### src/rtl/pll_pkg.sv
// rtl/pll_pkg.sv - shared types and helpers for the PLL configuration sequencer
package pll_pkg;

  typedef enum logic [2:0] {
    IDLE,
    RESET,
    WAIT_LOCK,
    LOCKED,
    FAIL
  } pll_cfg_state_e;

  typedef enum logic [1:0] {
    ERR_NONE      = 2'd0,
    ERR_BAD_CFG   = 2'd1,
    ERR_TIMEOUT   = 2'd2,
    ERR_LOST_LOCK = 2'd3
  } pll_cfg_err_e;

  // Bits needed to hold the values 0..n-1, never less than one bit.
  function automatic int cnt_w(input int n);
    return (n < 2) ? 1 : $clog2(n);
  endfunction

endpackage

### src/rtl/pll_lock_sync.sv
// rtl/pll_lock_sync.sv - two-flop synchronizer for an asynchronous level, resets to 0
module pll_lock_sync (
  input  logic clk,
  input  logic arst,
  input  logic d,
  output logic q
);

  logic meta;

  // Two back-to-back flops give the first stage a full cycle to resolve.
  always_ff @(posedge clk or posedge arst) begin
    if (arst) begin
      meta <= 1'b0;
      q    <= 1'b0;
    end else begin
      meta <= d;
      q    <= meta;
    end
  end

endmodule

### src/rtl/pll_cfg_ctrl.sv
// rtl/pll_cfg_ctrl.sv - PLL divider load / lock sequencer; PLL_CFG_CTRL_LOL_EN enables the loss-of-lock monitor
module pll_cfg_ctrl
  import pll_pkg::*;
#(
  parameter int REF_DEV_WIDTH = 4,
  parameter int FB_DEV_WIDTH  = 8,
  parameter int RST_CYCLES    = 16,
  parameter int LOCK_STABLE   = 8,
  parameter int LOCK_TIMEOUT  = 4096,
  parameter int MAX_RETRY     = 3
) (
  input  logic                              clk_i,
  input  logic                              arst_i,
  input  logic [REF_DEV_WIDTH-1:0]          req_refdiv_i,
  input  logic [FB_DEV_WIDTH-1:0]           req_fbdiv_i,
  input  logic                              req_valid_i,
  output logic                              req_ready_o,
  output logic                              pll_arst_no,
  output logic [REF_DEV_WIDTH-1:0]          pll_refdiv_o,
  output logic [FB_DEV_WIDTH-1:0]           pll_fbdiv_o,
  input  logic                              pll_locked_i,
  output logic                              busy_o,
  output logic                              locked_o,
  output logic [1:0]                        err_code_o,
  output logic [cnt_w(MAX_RETRY+1)-1:0]     retry_cnt_o
);

  localparam int RST_W   = cnt_w(RST_CYCLES);
  localparam int TO_W    = cnt_w(LOCK_TIMEOUT + 1);
  localparam int ST_W    = cnt_w(LOCK_STABLE + 1);
  localparam int RETRY_W = cnt_w(MAX_RETRY + 1);

  localparam logic [RST_W-1:0]   RST_LAST  = RST_W'(RST_CYCLES - 1);
  localparam logic [TO_W-1:0]    TO_MAX    = TO_W'(LOCK_TIMEOUT);
  localparam logic [ST_W-1:0]    ST_MAX    = ST_W'(LOCK_STABLE);
  localparam logic [RETRY_W-1:0] RETRY_MAX = RETRY_W'(MAX_RETRY);

  pll_cfg_state_e           state_q, state_d;
  pll_cfg_err_e             err_q, err_d;
  logic [REF_DEV_WIDTH-1:0] ref_q, ref_d;
  logic [FB_DEV_WIDTH-1:0]  fb_q, fb_d;
  logic [RETRY_W-1:0]       retry_q, retry_d;
  logic [RST_W-1:0]         rst_cnt_q, rst_cnt_d;
  logic [TO_W-1:0]          to_cnt_q, to_cnt_d;
  logic [ST_W-1:0]          stable_q, stable_d;
  logic [TO_W-1:0]          to_inc;
  logic [ST_W-1:0]          stable_inc;
  logic                     lock_sync;
  logic                     accept;
`ifdef PLL_CFG_CTRL_LOL_EN
  // Remembers that the previous synchronized lock sample in LOCKED was low.
  logic                     lol_q, lol_d;
`endif

  pll_lock_sync u_lock_sync (
    .clk  (clk_i),
    .arst (arst_i),
    .d    (pll_locked_i),
    .q    (lock_sync)
  );

  // Status outputs decode straight from state so reset takes them to idle values without a clock.
  always_comb begin
    req_ready_o = (state_q == IDLE) || (state_q == LOCKED) || (state_q == FAIL);
    pll_arst_no = (state_q == WAIT_LOCK) || (state_q == LOCKED);
    busy_o      = (state_q == RESET) || (state_q == WAIT_LOCK);
    locked_o    = (state_q == LOCKED);
  end

  assign accept       = req_valid_i && req_ready_o;
  assign pll_refdiv_o = ref_q;
  assign pll_fbdiv_o  = fb_q;
  assign err_code_o   = err_q;
  assign retry_cnt_o  = retry_q;

  // Saturating increments so no counter can wrap back into a valid-looking value.
  assign to_inc     = (to_cnt_q == TO_MAX) ? to_cnt_q : to_cnt_q + TO_W'(1);
  assign stable_inc = (stable_q == ST_MAX) ? stable_q : stable_q + ST_W'(1);

  // State register and all sequencer bookkeeping.
  always_ff @(posedge clk_i or posedge arst_i) begin
    if (arst_i) begin
      state_q   <= IDLE;
      err_q     <= ERR_NONE;
      ref_q     <= '0;
      fb_q      <= '0;
      retry_q   <= '0;
      rst_cnt_q <= '0;
      to_cnt_q  <= '0;
      stable_q  <= '0;
`ifdef PLL_CFG_CTRL_LOL_EN
      lol_q     <= 1'b0;
`endif
    end else begin
      state_q   <= state_d;
      err_q     <= err_d;
      ref_q     <= ref_d;
      fb_q      <= fb_d;
      retry_q   <= retry_d;
      rst_cnt_q <= rst_cnt_d;
      to_cnt_q  <= to_cnt_d;
      stable_q  <= stable_d;
`ifdef PLL_CFG_CTRL_LOL_EN
      lol_q     <= lol_d;
`endif
    end
  end

  // Next-state logic; a new request overrides whatever the current state would do.
  always_comb begin
    state_d   = state_q;
    err_d     = err_q;
    ref_d     = ref_q;
    fb_d      = fb_q;
    retry_d   = retry_q;
    rst_cnt_d = rst_cnt_q;
    to_cnt_d  = to_cnt_q;
    stable_d  = stable_q;
`ifdef PLL_CFG_CTRL_LOL_EN
    lol_d     = lol_q;
`endif

    case (state_q)
      RESET: begin
        if (rst_cnt_q == RST_LAST) begin
          state_d  = WAIT_LOCK;
          to_cnt_d = '0;
          stable_d = '0;
        end else begin
          rst_cnt_d = rst_cnt_q + RST_W'(1);
        end
      end
      WAIT_LOCK: begin
        to_cnt_d = to_inc;
        stable_d = lock_sync ? stable_inc : '0;
        // Lock is tested first so a lock on the timeout cycle still counts.
        if (lock_sync && (stable_inc == ST_MAX)) begin
          state_d = LOCKED;
`ifdef PLL_CFG_CTRL_LOL_EN
          lol_d   = 1'b0;
`endif
        end else if (to_inc == TO_MAX) begin
          if (retry_q < RETRY_MAX) begin
            retry_d   = retry_q + RETRY_W'(1);
            rst_cnt_d = '0;
            state_d   = RESET;
          end else begin
            err_d   = ERR_TIMEOUT;
            state_d = FAIL;
          end
        end
      end
      LOCKED: begin
`ifdef PLL_CFG_CTRL_LOL_EN
        lol_d = !lock_sync;
        if (!lock_sync && lol_q) begin
          err_d     = ERR_LOST_LOCK;
          retry_d   = '0;
          rst_cnt_d = '0;
          lol_d     = 1'b0;
          state_d   = RESET;
        end
`endif
      end
      default: ;
    endcase

    if (accept) begin
      retry_d   = '0;
      rst_cnt_d = '0;
`ifdef PLL_CFG_CTRL_LOL_EN
      lol_d     = 1'b0;
`endif
      if ((req_refdiv_i == '0) || (req_fbdiv_i == '0)) begin
        // Illegal config: keep the PLL in reset on its previous dividers.
        err_d   = ERR_BAD_CFG;
        state_d = FAIL;
      end else begin
        ref_d   = req_refdiv_i;
        fb_d    = req_fbdiv_i;
        err_d   = ERR_NONE;
        state_d = RESET;
      end
    end
  end

endmodule
### config.mk
export PLATFORM = sky130hd
export DESIGN_NAME = pll_cfg_ctrl
export DESIGN_NICKNAME = d
export VERILOG_FILES = /design/src/rtl/pll_pkg.sv /design/src/rtl/pll_lock_sync.sv /design/src/rtl/pll_cfg_ctrl.sv
export SDC_FILE = /design/constraint.sdc
export NUM_CORES = 1
export LEC_CHECK = 0
export BUFFER_PORTS_ARGS = -buffer_cell sky130_fd_sc_hd__buf_2
export CORE_ASPECT_RATIO = 1.25
export CORE_MARGIN = 2
export CORE_UTILIZATION = 55
export CTS_BUF_LIST = sky130_fd_sc_hd__clkbuf_16
export CTS_CLUSTER_SIZE = 40
export DETAILED_ROUTE_END_ITERATION = 6
export GPL_ROUTABILITY_DRIVEN = 1
export PLACE_DENSITY = 0.77
export SETUP_SLACK_MARGIN = 0.5
export SLEW_MARGIN = 20
export SYNTH_ARGS = -nofsm -noshare
export SYNTH_HDL_FRONTEND = slang
export SYNTH_SLANG_ARGS = --single-unit
### constraint.sdc
create_clock -name clk_i -period 2.55 [get_ports clk_i]
set_input_delay 0 -clock clk_i [delete_from_list [all_inputs] [get_ports clk_i]]
set_output_delay 0 -clock clk_i [all_outputs]
set_load 0.01 [all_outputs]
### Yosys cells after proc, flatten, opt, wreduce, memory -nomap -nowiden

Index checks and enable logic that the tools add are counted.

| storage, ports and cells | value |
|---|---|
| bits in registers | 42 |
| bits in latches | 0 |
| memory bits (writable) | 0 |
| bits in read-only memories | 0 |
| output and inout port bits | 20 |
| memories kept | 0 |

| operators by class | value |
|---|---|
| add/subtract/negate cells | 4 |
| multipliers | 0 |
| divide/modulo/power cells | 0 |
| order comparisons | 1 |
| equal/unequal tests | 18 |
| shifts and indexed selects | 0 |
| mux-type cells | 31 |
| bitwise operators | 1 |
| reductions and logical operators | 21 |

Operator list:

| kind | count |
|---|---|
| $mux W4 | 8 |
| $eq A13 B13 Y1 const B | 2 |
| $mux W13 | 2 |
| $pmux W13 S2 | 1 |
| $mux W2 | 10 |
| $mux W3 | 6 |
| $pmux W4 S2 | 2 |
| $add A13 B1 Y13 const B | 1 |
| $eq A4 B4 Y1 const B | 3 |
| $ne A3 B2 Y1 const B | 3 |
| $add A4 B1 Y4 const B | 2 |
| $logic_not A8 Y1 | 1 |
| $reduce_and A4 Y1 | 2 |
| $reduce_bool A2 Y1 | 4 |
| $eq A3 B2 Y1 const B | 2 |
| $ne A3 B3 Y1 const B | 2 |
| $pmux W3 S2 | 1 |
| $logic_or A1 B1 Y1 | 5 |
| $reduce_and A5 Y1 | 1 |
| $logic_not A4 Y1 | 1 |
| $ne A2 B2 Y1 const B | 2 |
| $ne A4 B2 Y1 const B | 1 |
| $reduce_and A2 Y1 | 2 |
| $eq A3 B1 Y1 const B | 1 |
| other kinds (10) | 11 |

### Logic depth before layout (Yosys ltp)

| depth | value |
|---|---|
| depth after elaboration | 7 |
| mapped depth | 8 |
| mapped depth without buffers | 8 |

### By module

A second synthesis with hierarchy kept.

| second synthesis, totals | value |
|---|---|
| cells, all modules | 249 |
| area, all modules | 2403.6 um^2 |

By module, submodules not included:

| module | instances | cells each | area an instance (um^2) | sequential area each (um^2) |
|---|---|---|---|---|
| pll_cfg_ctrl | 1 | 246 | 2349.8 | 1001.0 |
| pll_lock_sync | 1 | 3 | 53.8 | 50.0 |

### Worst setup path after synthesis

Ideal clock, no wire load.

| timing path | value |
|---|---|
| path kind | reg-to-reg |
| start | register to_cnt_q[0] |
| end | register state_q[2] |
| arrival time | 2.003 ns |
| data required time | 2.429 ns |
| slack | 0.426 ns |
| cell stages (with the launch flop) | 9 |
| path through | dfrtp_1 -> ha_1 -> clkbuf_1 -> nand2_1 -> nor3_2 -> mux2_2 -> o21a_1 -> a21o_1 -> a22o_1 |

| between the ends | value |
|---|---|
| longest elaborated chain between the ends | 5 |
| elaborated cells between the ends (all ways) | 6 |
| those cells by class | 1 x add/sub; 3 x eq/ne; 1 x mux; 1 x reduce/logical |

Ends and longest elaborated chain:

| item | RTL line | text |
|---|---|---|
| start, declared | pll_cfg_ctrl.sv:44 | `logic [TO_W-1:0] to_cnt_q, to_cnt_d;` |
| start signal, assigned | pll_cfg_ctrl.sv:101 | `to_cnt_q <= to_cnt_d;` |
| $add A13 B1 Y13 or $eq A13 B13 Y1 (tied branches) | pll_cfg_ctrl.sv:77 | `assign to_inc = (to_cnt_q == TO_MAX) ? to_cnt_q : to_cnt_q + TO_W'(1);` |
| $mux W13 * | pll_cfg_ctrl.sv:77 |  |
| $eq A13 B13 Y1 * | pll_cfg_ctrl.sv:142 | `end else if (to_inc == TO_MAX) begin` |
| $ne A4 B2 Y1 (no line) * | -- |  |
| $reduce_and A3 Y1 (no line) * | -- |  |
| end signal, assigned | pll_cfg_ctrl.sv:95 | `state_q <= state_d;` |
| end, declared | pll_cfg_ctrl.sv:38 | `pll_cfg_state_e state_q, state_d;` |

Every way passes the cells marked *; elsewhere a longest branch is shown, timed or not.
A chain may end at the register's enable or synchronous reset.

### Worst setup path in the final report

| timing path | value |
|---|---|
| start | register to_cnt_q[0] |
| end | register to_cnt_q[0] |

| between the ends | value |
|---|---|
| longest elaborated chain between the ends | 3 |
| elaborated cells between the ends (all ways) | 4 |
| those cells by class | 1 x add/sub; 1 x eq/ne; 2 x mux |

Ends and longest elaborated chain:

| item | RTL line | text |
|---|---|---|
| $add A13 B1 Y13 or $eq A13 B13 Y1 (tied branches) | pll_cfg_ctrl.sv:77 |  |
| $mux W13 * | pll_cfg_ctrl.sv:77 |  |
| $pmux W13 S2 * | pll_cfg_ctrl.sv:123 | `case (state_q)` |

Marked as above.

==> run summary <==
outcome: finished, final reports clean
DR vias: 2291
Multi-input gate area: 1420 um^2
grt ovf: 0
Synth Area in Adders: 3.13%
final setup violation count: 0
maximum VDD drop: 0.756 mV
TNS Setup: 0 ns
Worst setup endpoint: to_cnt_q[0]$_DFFE_PP0P_
Slew Limit Fails: 0
register area: 1060 um^2
Critical Path Source: to_cnt_q[0]$_DFFE_PP0P_
Die X: 63.1 um
RePlAce Congestion: 0.906
Most common cell on crit path: buf_4
largest net degree at the start of global routing: 25
Crit path largest cell delay: 0.46 ns
CP Class: reg -> reg
Layout fillers: 253
Worst-Skew Late Latency: 0.28 ns
Syn Area/Cell: 9.45 um^2
relative max-transition margin: 59.4%
die area: 4910 um^2
sequential-to-total area share from yosys stat: 43.8%
CP Launch Type: register
Area growth syn-to-layout: 35.4%
Yosys cell types: 46
R2R cell count: 13
row count: 26
NetSw: 1.30 mW
Hold Path Class: in -> reg
YS warnings: 0
CTS Buf Count: 5
top_reg_cell synth: dfrtp_1
skew final: 0.00204 ns
Avg WL per Cell: 16.7 um
worst-margin pin slew: 0.609 ns
Logic pwr share: 47.4%
share of layout cells above drive strength 1: 36.0%
crit path max fanout: 5
Detail Route Antenna Nets: 0
Port Buffers: 35
clock share of power: 21.1%
sequential power share: 31.6%
Synthesized Nets: 276
RSZ-0062 raised after global routing: true
Final Hold Fails: 0
simple-gate share of the synthesized area: 23.7%
ys async rst share: 100%
Remaining DRCs: 0
Antenna Diode Count: 0
TritonCTS clock tree: built
worst reg2reg endpoint: to_cnt_q[0]$_DFFE_PP0P_
#FFs+latches synth: 42
max_cap viols: 0
number of enable flip-flop cells after synthesis: 0
CTS Root Cell: clkbuf_16
critical path arrival: 2.32 ns
r2r setup slk: 0.43 ns
Critical Path Sink Type: register
Post-Route WL: 6420 um
largest family of logic cells by synthesized area: simple AND/OR/NAND/NOR gates
Switching Share: 38.7%
All-Layer GR Usage: 27.9%
Die H: 77.9 um
Place WS: 0.255 ns
Max Freq: 471 MHz
Via-to-Cell Ratio: 5.97
complex-gate fraction of the synthesized area: 16.8%
worst setup margin: 0.429 ns
final worst-path cycle share: 83.2%
top-level I/O count: 36
first-pass GRT wire length: 10800 um
xor/xnor share of the synthesized area: 1.46%
Power Density: 1030 nW/um^2
clock slew at reported path FFs: 0.06 ns
Post-Syn Area: 2400 um^2
fin crit period: 2.12 ns
Clock Path Buffers: 2
crit path cell chain: inv_2, ha_4, nor4b_4, nand4_1, buf_4, buf_4, buf_4, buf_4, buf_4, buf_6, nor2_2, o21ai_1, o21ai_1
required time of the worst setup path: 2.75 ns
DPL Wire Length: 3970 um
leak pwr: 1.51 nW
mux cell area share after synthesis: 8.60%
core area: 4130 um^2
internal power: 2.05 mW
initial DRC count: 212
H-tree levels: 2
CP max stage cell: dfrtp_2
Final Util: 78.6%
Post-Synthesis Cells: 254
nets@finish: 349
Initial Utilization: 58.1%
antenna violations before repair: 0
Sink Count: 42
Reg-to-Reg Start: to_cnt_q[0]$_DFFE_PP0P_
number of global-route vias before repair: 2361
drt first pass iters: 5
synthesized netlist by cell type, types with 2 or more instances:
master    count  area (um^2)
nand3_1      12         60.1
a21oi_1       9         45.0
nor2_1       15         56.3
mux2i_1       6         60.1
clkbuf_1      6         22.5
a211oi_1      3         22.5
nand2b_1      5         31.3
mux2_2       13          146
o21a_1        2         15.0
dfrtp_1      42         1050
nand2_1      26         97.6
nor2b_1       4         25.0
o211a_1       2         20.0
nor4_1        3         18.8
o21ai_0      28          140
a31oi_1       2         12.5
o31ai_1       5         37.5
ha_1          6         75.1
o22ai_1       2         12.5
nor3_1        6         30.0
buf_2         3         15.0
nor4b_1       2         17.5
or2_2         2         12.5
and3b_1       2         17.5
nand4_1       6         37.5
and2_1        8         50.1
a21o_1        2         15.0
and4_1        2         17.5
inv_1         6         22.5
xor2_1        3         26.3
a22oi_1       2         15.0
and3_1        4         25.0
a211o_1       2         17.5
worst max-delay path: cells and delay by family, from the launching register on:
family	cells	cell delay [ns]
adder cells (fa/ha/maj)	1	0.12
AND/OR/NAND/NOR	3	0.41
buffers and inverters	7	0.88
AO/OA/AOI/OAI	2	0.18
flip-flops	1	0.46
how the worst min path moves through the flow:
stage,endpoint,from,slack (ns),depth (start not counted)
6_report,state_q[2]$_DFFE_PP0P_,req_valid_i,0.03,3
3_5_place_dp,pll_fbdiv_o[0]$_DFFE_PP0P_,arst_i,0.05,3
2_1_floorplan,u_lock_sync.meta$_DFF_PP0_,pll_locked_i,0.03,0
3_3_place_gp,u_lock_sync.meta$_DFF_PP0_,arst_i,0.05,3
4_1_cts,state_q[2]$_DFFE_PP0P_,req_valid_i,0.03,3
5_1_grt,state_q[2]$_DFFE_PP0P_,req_valid_i,0.04,3
logic make-up (layout without fill, tap and decap cells):
logic type / count (synthesis) / in the layout
fa+ha+maj: 6 / 6
buf+inv: 15 / 89
compound gates: 64 / 64
flops: 42 / 42
xor+xnor: 4 / 4
simple gates: 104 / 104
mux: 19 / 19
timing repair:
action	4_1_cts	5_1_grt
buffers inserted	14	7
resized for setup	23	18
hold buffers	14	0
hold endpoints to repair	55	0
endpoints found under the setup margin	23	35
pin swaps	6	8
power groups by stage:
stage          Sequential [mW]  Clock, mW  Combinational [mW]
2_1_floorplan             1.05          0               0.876
5_1_grt                   1.08      0.742                1.74
3_3_place_gp              1.04          0                1.25
6_report                  1.06      0.705                1.59
4_1_cts                   1.05      0.713                1.42
3_5_place_dp              1.05          0                1.27
cell usage in the layout, fill, tap and decap left out, types with 4 or more instances in the layout:
| cell type | count |
|---|---|
| a21oi_1 | 9 |
| and2_1 | 8 |
| and3_1 | 4 |
| buf_2 | 35 |
| buf_4 | 25 |
| clkbuf_16 | 5 |
| dfrtp_1 | 34 |
| dfrtp_2 | 8 |
| dlygate4sd3_1 | 14 |
| inv_1 | 6 |
| mux2_2 | 13 |
| mux2i_1 | 6 |
| nand2_1 | 24 |
| nand2b_1 | 4 |
| nand3_1 | 10 |
| nand4_1 | 6 |
| nor2_1 | 14 |
| nor3_1 | 4 |
| o21ai_0 | 25 |
| o31ai_1 | 4 |
area by class of cell:
type,count,area share (%)
Clock buffer,5,3.85
Clock inverter,3,1.16
Inverter,6,0.693
Multi-Input combinational cell,197,43.7
Sequential cell,42,32.7
Tap cell,56,2.16
Timing Repair Buffer,75,15.8
sequential cells by signal, indices dropped and copies added (netlist names):
name and count:
pll_refdiv_o 4, pll_fbdiv_o 8, stable_q 4, u_lock_sync.meta 1, err_code_o 2, retry_cnt_o 2
state_q 3, rst_cnt_q 4, to_cnt_q 13, u_lock_sync.q 1
per-stage QoR:
step	area (um^2)	hold WS, ns	power [mW]	std cells
final	3250	0.0272	3.35	384
after floorplan	2400	0.0314	1.92	254
after global placement	2650	0.0523	2.29	341
after CTS	3140	0.0284	3.18	377
after global routing	3250	0.0400	3.57	384
after detailed placement	2650	0.0533	2.32	341
metal layers:
metal	vias to the layer above	track usage, %	wire [um]
li1	1075	-	-
met1	1120	30.8	2520
met2	85	49.5	3400
met3	11	7.68	385
met4	0	12.2	109
met5	-	0	0
Power figures use the tool's default switching activity.
